`src/rtl/hart_issue_sched_if.sv`:
```
// Fetch-slot issue bundle between hart state unit, scheduler and IF.
// Ports: acti/prim hart masks, IF stall in; issue hid/valid/prim out.
interface hart_issue_sched_if #(
  parameter int HART_NUM  = 4,
  parameter int HART_ID_W = 2
);
  logic [HART_NUM-1:0]  acti_hstate;
  logic [HART_NUM-1:0]  prim_hstate;
  logic                 if_stall;
  logic [HART_ID_W-1:0] issue_hid;
  logic                 issue_valid;
  logic                 issue_prim;

  modport master (
    input  acti_hstate,
    input  prim_hstate,
    input  if_stall,
    output issue_hid,
    output issue_valid,
    output issue_prim
  );

  modport slave (
    output acti_hstate,
    output prim_hstate,
    output if_stall,
    input  issue_hid,
    input  issue_valid,
    input  issue_prim
  );
endinterface

```
`src/rtl/hart_issue_sched.sv`:
```
// Fetch-slot scheduler: primary hart gets PRIM_WEIGHT slots, then one RR
// secondary slot. Ports: clk, rst (async high), bus (master modport:
// acti/prim masks, if_stall in; registered issue_hid/valid/prim out).
// Optional starvation aging: define HART_SCHED_AGE_EN.
module hart_issue_sched #(
  parameter int HART_NUM    = 4,
  parameter int HART_ID_W   = 2,
  parameter int PRIM_WEIGHT = 3,
  parameter int AGE_MAX     = 8
) (
  input  logic clk,
  input  logic rst,
  hart_issue_sched_if.master bus
);

  typedef enum logic [1:0] {IDLE, PRIM, SEC} state_t;
  typedef enum logic [1:0] {S_NONE, S_PRIM, S_RR, S_AGE} sel_t;

  localparam logic [2:0] PW = 3'(PRIM_WEIGHT);

  state_t               state, nxt_state;
  sel_t                 sel;
  logic [2:0]           pcnt, nxt_pcnt;
  logic [HART_ID_W-1:0] rr_ptr, nxt_rr;
  logic [HART_ID_W-1:0] hid_q, nxt_hid;
  logic                 valid_q, nxt_valid;
  logic                 prim_q, nxt_prim;

  logic [HART_NUM-1:0]  prim_oh, sec;
  logic                 pact;
  logic [HART_ID_W-1:0] prim_id;
  logic                 rr_hit;
  logic [HART_ID_W-1:0] rr_id, rr_idx;
  logic                 age_hit;
  logic [HART_ID_W-1:0] age_id;

  // Lowest set bit of the primary mask is the primary hart.
  assign prim_oh = bus.prim_hstate & (~bus.prim_hstate + HART_NUM'(1));
  assign sec     = bus.acti_hstate & ~bus.prim_hstate;
  assign pact    = |(bus.acti_hstate & prim_oh);

  always_comb begin
    prim_id = '0;
    for (int i = 0; i < HART_NUM; i++)
      if (prim_oh[i]) prim_id = HART_ID_W'(i);
  end

  always_comb begin
    rr_hit = 1'b0;
    rr_id  = '0;
    rr_idx = '0;
    for (int i = 0; i < HART_NUM; i++) begin
      rr_idx = rr_ptr + HART_ID_W'(i);
      if (!rr_hit && sec[rr_idx]) begin
        rr_hit = 1'b1;
        rr_id  = rr_idx;
      end
    end
  end

`ifdef HART_SCHED_AGE_EN
  logic [3:0] age [HART_NUM];

  always_comb begin
    age_hit = 1'b0;
    age_id  = '0;
    for (int i = HART_NUM - 1; i >= 0; i--)
      if (sec[i] && age[i] == 4'(AGE_MAX)) begin
        age_hit = 1'b1;
        age_id  = HART_ID_W'(i);
      end
  end

  always_ff @(posedge clk or posedge rst) begin
    if (rst) begin
      for (int i = 0; i < HART_NUM; i++) age[i] <= '0;
    end else begin
      for (int i = 0; i < HART_NUM; i++) begin
        if (!bus.acti_hstate[i])
          age[i] <= '0;
        else if (!bus.if_stall) begin
          if (nxt_valid && nxt_hid == HART_ID_W'(i))
            age[i] <= '0;
          else if (sec[i] && age[i] != 4'(AGE_MAX))
            age[i] <= age[i] + 4'd1;
        end
      end
    end
  end
`else
  assign age_hit = 1'b0;
  assign age_id  = '0;
`endif

  always_ff @(posedge clk or posedge rst) begin
    if (rst) begin
      state   <= IDLE;
      pcnt    <= '0;
      rr_ptr  <= '0;
      hid_q   <= '0;
      valid_q <= 1'b0;
      prim_q  <= 1'b0;
    end else if (bus.if_stall) begin
      // Drop a held pick whose hart went inactive during the stall.
      valid_q <= valid_q & bus.acti_hstate[hid_q];
    end else begin
      state   <= nxt_state;
      pcnt    <= nxt_pcnt;
      rr_ptr  <= nxt_rr;
      hid_q   <= nxt_hid;
      valid_q <= nxt_valid;
      prim_q  <= nxt_prim;
    end
  end

  always_comb begin
    nxt_state = state;
    sel       = S_NONE;
    unique case (state)
      IDLE: begin
        if (pact) begin
          nxt_state = PRIM;
          sel       = S_PRIM;
        end else if (rr_hit) begin
          nxt_state = SEC;
          sel       = S_RR;
        end
      end
      PRIM: begin
        if (!pact) begin
          nxt_state = rr_hit ? SEC : IDLE;
          sel       = rr_hit ? S_RR : S_NONE;
        end else if (age_hit) begin
          nxt_state = SEC;
          sel       = S_AGE;
        end else if (pcnt == PW && rr_hit) begin
          nxt_state = SEC;
          sel       = S_RR;
        end else begin
          sel = S_PRIM;
        end
      end
      SEC: begin
        if (pact) begin
          nxt_state = PRIM;
          sel       = S_PRIM;
        end else if (rr_hit) begin
          sel = S_RR;
        end else begin
          nxt_state = IDLE;
        end
      end
      default: nxt_state = IDLE;
    endcase
  end

  always_comb begin
    nxt_valid = (sel != S_NONE);
    nxt_hid   = '0;
    nxt_prim  = 1'b0;
    nxt_pcnt  = '0;
    nxt_rr    = rr_ptr;
    unique case (sel)
      S_PRIM: begin
        nxt_hid  = prim_id;
        nxt_prim = 1'b1;
        // A new primary restarts its run at one slot.
        if (state == PRIM && hid_q == prim_id)
          nxt_pcnt = (pcnt == PW) ? PW : pcnt + 3'd1;
        else
          nxt_pcnt = 3'd1;
      end
      S_RR: begin
        nxt_hid = rr_id;
        nxt_rr  = rr_id + HART_ID_W'(1);
      end
      S_AGE: begin
        nxt_hid = age_id;
        nxt_rr  = age_id + HART_ID_W'(1);
      end
      default: ;
    endcase
  end

  assign bus.issue_hid   = hid_q;
  assign bus.issue_valid = valid_q;
  assign bus.issue_prim  = prim_q;

endmodule

```
`src/flat_wrapper.sv`:
```
// flat-port wrapper written by rule: the top's interface ports become plain ports
module hart_issue_sched_flat 
#(
  parameter int HART_NUM    = 4,
  parameter int HART_ID_W   = 2,
  parameter int PRIM_WEIGHT = 3,
  parameter int AGE_MAX     = 8
)
  (clk, rst, bus_acti_hstate, bus_prim_hstate, bus_if_stall, bus_issue_hid, bus_issue_valid, bus_issue_prim);
  hart_issue_sched_if #(.HART_NUM(HART_NUM), .HART_ID_W(HART_ID_W)) bus_i ();
  input  logic clk;
  input  logic rst;
  input wire logic [$bits(bus_i.acti_hstate)-1:0] bus_acti_hstate;
  input wire logic [$bits(bus_i.prim_hstate)-1:0] bus_prim_hstate;
  input wire logic [$bits(bus_i.if_stall)-1:0] bus_if_stall;
  output wire logic [$bits(bus_i.issue_hid)-1:0] bus_issue_hid;
  output wire logic [$bits(bus_i.issue_valid)-1:0] bus_issue_valid;
  output wire logic [$bits(bus_i.issue_prim)-1:0] bus_issue_prim;
  assign bus_i.acti_hstate = bus_acti_hstate;
  assign bus_i.prim_hstate = bus_prim_hstate;
  assign bus_i.if_stall = bus_if_stall;
  assign bus_issue_hid = bus_i.issue_hid;
  assign bus_issue_valid = bus_i.issue_valid;
  assign bus_issue_prim = bus_i.issue_prim;
  hart_issue_sched #(.HART_NUM(HART_NUM), .HART_ID_W(HART_ID_W), .PRIM_WEIGHT(PRIM_WEIGHT), .AGE_MAX(AGE_MAX)) u_core (.clk(clk), .rst(rst), .bus(bus_i));
endmodule
```
`config.mk`:
```
export PLATFORM = sky130hd
export DESIGN_NAME = hart_issue_sched_flat
export DESIGN_NICKNAME = d
export VERILOG_FILES = /design/src/rtl/hart_issue_sched_if.sv /design/src/rtl/hart_issue_sched.sv /design/src/flat_wrapper.sv
export SDC_FILE = /design/constraint.sdc
export NUM_CORES = 1
export LEC_CHECK = 0
export CORE_MARGIN = 2
export CORE_UTILIZATION = 40
export CTS_BUF_LIST = sky130_fd_sc_hd__clkbuf_8 sky130_fd_sc_hd__clkbuf_16
export DETAILED_ROUTE_END_ITERATION = 10
export GPL_TIMING_DRIVEN = 1
export SETUP_SLACK_MARGIN = 0.2
export SLEW_MARGIN = 30
export SYNTH_ARGS = -nofsm -noshare
export SYNTH_HDL_FRONTEND = slang
export SYNTH_SLANG_ARGS = --single-unit
```
`constraint.sdc`:
```
create_clock -name clk -period 3 [get_ports clk]
set_input_delay 0.45 -clock clk [delete_from_list [all_inputs] [get_ports clk]]
set_output_delay 0.45 -clock clk [all_outputs]
set_load 0.005 [all_outputs]
```
==> impl_metrics.toml, run 1 <==
[sta]
worstMarginPinSlew_ns = 0.452
layout_min_cycle_time_ns = 2.69
slew_violations = 0
slew_headroom_pct = 69.6
finalClockSkew_ns = 0.00282
max_freq_ghz = 0.372
rsz0062_at_grt = "false"
setup_ws_ns = 0.315
setup_viol = 0
whs_ns = 0.505
period_share_pct = 89.5
hold_viol = 0

[synth]
synth_flop_cell = "dfrtp_1"
synthArstFlopShare_pct = 100
post_synth_inst_count = 106
avgSynthCellArea_sq_um = 8.73
yosysSeqAreaShare_pct = 29.7
synth.area.mux_share_pct = 5.81
yosys_warnings = 0
synth_seq_cells = 11
synth_xor_area_share_pct = 0
synthSimpleGateAreaFrac_pct = 27.8
yosysUniqueCellTypes = 42
synthesis.area_sq_um = 926
synth_edf_count = 0
synth_top_family_by_area = "simple AND/OR/NAND/NOR gates"
synth_fa_ha_area_share_pct = 6.76
synthesis.nets = 122
synth_compound_area_share_pct = 25.1

[critical_path]
arrival_ns = 2.80
crit_fanout = 4
cp.required_ns = 3.12
slowest_stage = "or4_4"
crit_path_end_kind = "flip-flop"
crit_type = "in -> reg"
r2r-end = "u_core.bus.issue_hid[0]$_DFFE_PP0N_"
r2r_start = "u_core.pcnt[0]$_DFFE_PP0N_"
reg2reg_slack_ns = 0.53
worst_r2r_path_depth = 10
crit_path_start_kind = "input port"
crit_top_cell = "buf_4"
critPathMaxStageDelay_ns = 0.48
cp_cell_sequence = "dlygate4sd2_1, nor2b_4, or4_4, a21o_1, a221o_1, buf_4, buf_4, ha_1, buf_4, a311oi_2, a21oi_1"

[floorplanning]
die_area_sq_mm = 0.00272
core_area_sq_mm = 0.00219
start_util_pct = 42.3
dieHeight_microns = 52.1
ios = 15
fp.dieW_microns = 52.1
rows = 17

[routing]
antenna_left = 0
drtIter0Drc = 19
via_per_inst = 5.50
routed-via-count = 941
firstDrtPassIters = 6
wire_per_inst_microns = 14.6
route.detailed.drc = 0
routed_wl_microns = 2500

[power]
p_leak_nw = 0.624
max-vdd-ir-drop_mv = 0.289
power.density_mw_per_mm2 = 423

[cells_and_area]
regArea_sq_um = 275
n_fill_cell = 186
antennaDiodeCount = 0
area_growth_pct = 45.5
mostFrequentLayoutCells = "buf_4 (24), dfrtp_1 (11), a21oi_1 (7), nor2_1 (7)"
final_layout_size_suffix_gt1_share_pct = 32.9
final_common_cell = "buf_4"
nets = 160
multi_input_area_sq_um = 667
stdcell_count = 171

[global_route]
met3_usage_pct = 3.45
grt_util_met1_pct = 29.3
grt_max_degree = 19
grt_util_met2_pct = 35.7
antenna_found_initial = 0
grt_pass1_wl_microns = 4370
track_usage_pct = 21.6
globalRouteOverflowTotal = 0
grt_busiest_layer = "met2"
grt_pass1_vias = 975

[hold_path]
worstHoldPathType = "reg -> reg"
hold_end = "u_core.pcnt[1]$_DFFE_PP0N_"
holdPathStages = 1
min-delay-start = "u_core.pcnt[1]$_DFFE_PP0N_"

[status]
status = "completed"

[clock_network]
htreeDepth = 1
worst_skew_pair.late_latency_ns = 0.24
cts-root-buf = "clkbuf_8"
cts.sinks = 11
cts_hold_buf = 0
clock_path_buffers = 2
cts.clk_slew.worst_paths_ns = 0.06
cts_made_buffers = 3
cts_tree = "yes"

[placement]
dp_slack_ns = -0.287
dp_hpwl_microns = 1860
dp_cells = 163
portBuffers = 14
gp_congestion = 0.944

[job]
maxCapViolations = 0
-- routing by layer --
layer  vias up  share of wire (%)
met4         0               0.44
met1       447                 50
met3         2                3.3
met5         -                  0
met2        22                 47
li1        470                  -
-- where the power goes --
| group | switching (mW) | internal (mW) | leakage [nW] | total [mW] |
|---|---|---|---|---|
| sequential | 0.0320 | 0.171 | 0.139 | 0.203 |
| clock | 0.0589 | 0.0914 | 0.0255 | 0.150 |
| combinational | 0.0978 | 0.119 | 0.459 | 0.217 |
| total | 0.189 | 0.382 | 0.624 | 0.570 |
-- layout make-up --
cell class / count / share of cell area, %
tap: 28 / 2.60
sequential: 11 / 20.4
multi-input combinational: 84 / 49.5
inverter: 6 / 1.67
clock inverter: 1 / 0.371
timing repair buffer: 38 / 22.4
clock buffer: 3 / 3.06
-- Yosys cell counts (2+ instances only) --
cell type  count  area (sq um)
a21boi_0       2          15.0
o21ai_0        3          15.0
nor2_1         7          26.3
a21o_1         2          15.0
o211a_1        2          20.0
a311oi_1       2          17.5
nand3_1        2          10.0
nand2b_1       4          25.0
nor3_1         3          15.0
buf_2          2          10.0
or3b_1         3          26.3
nor2b_1        7          43.8
inv_1          6          22.5
clkbuf_1       2          7.51
nand3b_1       2          15.0
a21oi_1        7          35.0
dfrtp_1       11           275
nand2_1        6          22.5
mux2i_1        2          20.0
nor3b_1        3          22.5
a32o_1         2          20.0
ha_1           5          62.6
a221o_1        2          20.0
-- through the flow --
stage,utilization (%),instance area [sq um],power (mW),TNS [ns]
3_5_place_dp,56.3,1230,0.401,-0.588
2_1_floorplan,-,931,0.310,0
5_1_grt,61.5,1350,0.614,0
3_3_place_gp,56.3,1230,0.396,-0.501
6_report,61.5,1350,0.570,0
4_1_cts,61.8,1350,0.570,0
-- flip-flops by register name, indices dropped and copies added (netlist names) --
signal,flops
u_core.state,2
u_core.bus.issue_prim,1
u_core.pcnt,3
u_core.bus.issue_hid,2
u_core.rr_ptr,2
u_core.bus.issue_valid,1
-- what timing repair did --
action / CTS / global route
pin swaps: 6 / 6
setup endpoints to repair: 3 / 3
buffers inserted: 4 / 0
resized for setup: 21 / 10
-- worst max-delay path, delay by kind of cell --
kind / cells / cell delay [ns]
adder cells (fa/ha/maj): 1 / 0.30
buffers and inverters: 4 / 0.70
AND/OR/NAND/NOR: 2 / 0.54
AO/OA/AOI/OAI: 4 / 0.81
-- cells by family (layout without fill, tap and decap cells) --
family | after synthesis | in the layout
AND/OR/NAND/NOR | 43 | 43
AO/OA/AOI/OAI | 32 | 32
flip-flops | 11 | 11
buffers and inverters | 11 | 48
adder cells (fa/ha/maj) | 5 | 5
multiplexers | 4 | 4
-- how the worst max path moves through the flow --
stage | start | to | slack, ns | cells after the start
floorplan | bus_prim_hstate[1] | u_core.rr_ptr[1]$_DFFE_PP0P_ | 0.24 | 11
global placement | bus_acti_hstate[2] | u_core.rr_ptr[1]$_DFFE_PP0P_ | -0.23 | 11
detailed placement | bus_acti_hstate[2] | u_core.rr_ptr[1]$_DFFE_PP0P_ | -0.29 | 12
CTS | bus_acti_hstate[2] | u_core.rr_ptr[1]$_DFFE_PP0P_ | 0.25 | 12
global route | bus_prim_hstate[2] | u_core.rr_ptr[1]$_DFFE_PP0P_ | 0.20 | 12
finish | bus_prim_hstate[2] | u_core.bus.issue_hid[0]$_DFFE_PP0N_ | 0.31 | 11
Note: power is estimated with default switching activity, not from simulation.
==> inputs of run 2 (changes only) <==
TNS_END_PERCENT = 100   (was not set)
==> results of run 2 <==
No change in the layout: final DEF, timing and power equal those of run 1.
==> inputs of run 3 (changes only) <==
CORE_UTILIZATION = 55   (was 40)
GPL_TIMING_DRIVEN = not set   (was 1)
PLACE_DENSITY = 0.82   (was not set)
clock period = 3.34 ns   (was 3 ns; I/O delays follow)
==> run 3 against run 2 <==
Net effect: sequential share of layout area is 1.7 points higher; global-route usage is 6.1 points higher; routed wire length is 1.3% lower; combinational power is 19% lower; final cell count is 12% lower; critical endpoint is now u_core.rr_ptr[1]$_DFFE_PP0P_.
==> impl_metrics.toml, run 3 (synthesized netlist as in run 1, its figures left out) <==
[clock_network]
htreeDepth = 1
cts.clk_slew.worst_paths_ns = 0.05
cts_hold_buf = 0
cts_tree = "yes"
cts-root-buf = "clkbuf_8"
clock_path_buffers = 2
worst_skew_pair.late_latency_ns = 0.24
cts_made_buffers = 3
cts.sinks = 11

[critical_path]
crit_path_start_kind = "input port"
r2r_start = "u_core.pcnt[0]$_DFFE_PP0N_"
arrival_ns = 3.22
crit_type = "in -> reg"
reg2reg_slack_ns = 0.76
crit_start = "bus_acti_hstate[2]"
crit_path_end_kind = "flip-flop"
cp.required_ns = 3.45
setup.worst_path.end = "u_core.rr_ptr[1]$_DFFE_PP0P_"
worst_r2r_path_depth = 12
crit_fanout = 4
r2r-end = "u_core.rr_ptr[1]$_DFFE_PP0P_"

[cells_and_area]
stdcell_count = 150
final_layout_size_suffix_gt1_share_pct = 21.6
top_register = "u_core.pcnt"
area_growth_pct = 34.5
final_common_cell = "buf_4"
antennaDiodeCount = 0
nets = 151
mostFrequentLayoutCells = "buf_4 (15), clkdlybuf4s50_1 (13), dfrtp_1 (11)"
n_fill_cell = 103
largest_reg_flops = 3

[routing]
routed_wl_microns = 2470
antenna_left = 0
route.detailed.drc = 0
routed-via-count = 956
firstDrtPassIters = 5
drtIter0Drc = 48
via_per_inst = 6.37
wire_per_inst_microns = 16.4

[sta]
layout_min_cycle_time_ns = 3.11
max_freq_ghz = 0.322
setup_viol = 0
rsz0062_at_grt = "true"
worstMarginPinSlew_ns = 0.669
period_share_pct = 93.0
slew_violations = 0
hold_viol = 0
setup_ws_ns = 0.234
whs_ns = 0.498
finalClockSkew_ns = 0.00168
slew_headroom_pct = 55.3

[global_route]
grt_max_degree = 19
track_usage_pct = 27.7
globalRouteOverflowTotal = 0
grt_pass1_vias = 931
grt_pass1_wl_microns = 4080
antenna_found_initial = 0

[floorplanning]
rows = 14
dieHeight_microns = 45.0
die_area_sq_mm = 0.00203
core_area_sq_mm = 0.00154
ios = 15
start_util_pct = 60.1
fp.dieW_microns = 45.0

[power]
p_switching_mw = 0.159
power_frac_clock_pct = 26.5
seqPwrFrac_pct = 37.5
sw_frac_of_total_pct = 32.7
intPower_mw = 0.327
max-vdd-ir-drop_mv = 0.367
power.density_mw_per_mm2 = 391
combPwrFrac_pct = 35.9
p_leak_nw = 0.566

[job]
maxCapViolations = 0

[placement]
dp_cells = 144
gp_congestion = 0.877
dp_hpwl_microns = 1780
dp_slack_ns = -0.00959
portBuffers = 14

[hold_path]
worstHoldPathType = "reg -> reg"

[status]
status = "completed"
## run 3: cell types whose count changed in the layout (fill, tap and decap cells not counted), moves of 2 or more
cell             previous run  this run
clkdlybuf4s15_1             2         0
nor2b_1                     3         7
nor2b_4                     4         0
inv_1                       4         6
clkbuf_2                    3         0
buf_4                      24        15
dlygate4sd2_1               3         0
clkdlybuf4s50_1             6        13
## run 3: worst min path at each step
stage	cells after the start	endpoint	start
4_1_cts	1	u_core.pcnt[1]$_DFFE_PP0N_	u_core.pcnt[1]$_DFFE_PP0N_
5_1_grt	1	u_core.pcnt[1]$_DFFE_PP0N_	u_core.pcnt[1]$_DFFE_PP0N_
3_5_place_dp	1	u_core.pcnt[1]$_DFFE_PP0N_	u_core.pcnt[1]$_DFFE_PP0N_
3_3_place_gp	1	u_core.pcnt[1]$_DFFE_PP0N_	u_core.pcnt[1]$_DFFE_PP0N_
2_1_floorplan	1	u_core.bus.issue_hid[0]$_DFFE_PP0N_	rst
6_report	1	u_core.pcnt[1]$_DFFE_PP0N_	u_core.pcnt[1]$_DFFE_PP0N_
## run 3: area by class of cell
type                       count  area [sq um]  share of cell area, %
multi-input combinational     84           627                   50.4
sequential                    11           275                   22.1
timing repair buffer          29           255                   20.5
clock buffer                   3          41.3                   3.32
inverter                       6          22.5                   1.81
tap                           16          20.0                   1.61
clock inverter                 1          3.75                  0.302
## run 3: metal layers
metal,up-vias,track usage [%],part of all wire (%)
met5,-,0,0
met4,0,5.29,0.41
met3,2,9.60,8.8
met2,50,46.6,49
met1,452,34.5,42
li1,452,-,-
## run 3: per-stage QoR
stage	utilization [%]	TNS (ns)	power [mW]	area [sq um]
6_report	80.8	0	0.487	1240
5_1_grt	80.8	0	0.520	1240
4_1_cts	78.3	0	0.476	1210
3_5_place_dp	75.4	-0.00959	0.345	1160
3_3_place_gp	75.4	0	0.338	1160
2_1_floorplan	-	0	0.277	926
## run 3: power by group through the flow
stage	Clock [mW]	Combinational [mW]	Sequential (mW)
after floorplan	0	0.107	0.171
after global placement	0	0.156	0.182
after detailed placement	0	0.161	0.184
after CTS	0.131	0.163	0.182
after global routing	0.140	0.193	0.187
final	0.129	0.175	0.183
## run 3: worst max-delay path, stage by stage
cell             delay, ns
clkdlybuf4s50_1       0.43
nor2b_2               0.18
or4_4                 0.53
a21o_1                0.17
a221o_1               0.37
ha_2                  0.21
inv_1                 0.08
nor3_2                0.07
a21boi_1              0.17
nor4b_1               0.15
or3b_1                0.34
## run 3: repair_timing
item,CTS,global route
setup buffers,0,2
resized for setup,0,8
setup endpoints to repair,0,2
endpoints found under the hold margin,0,0
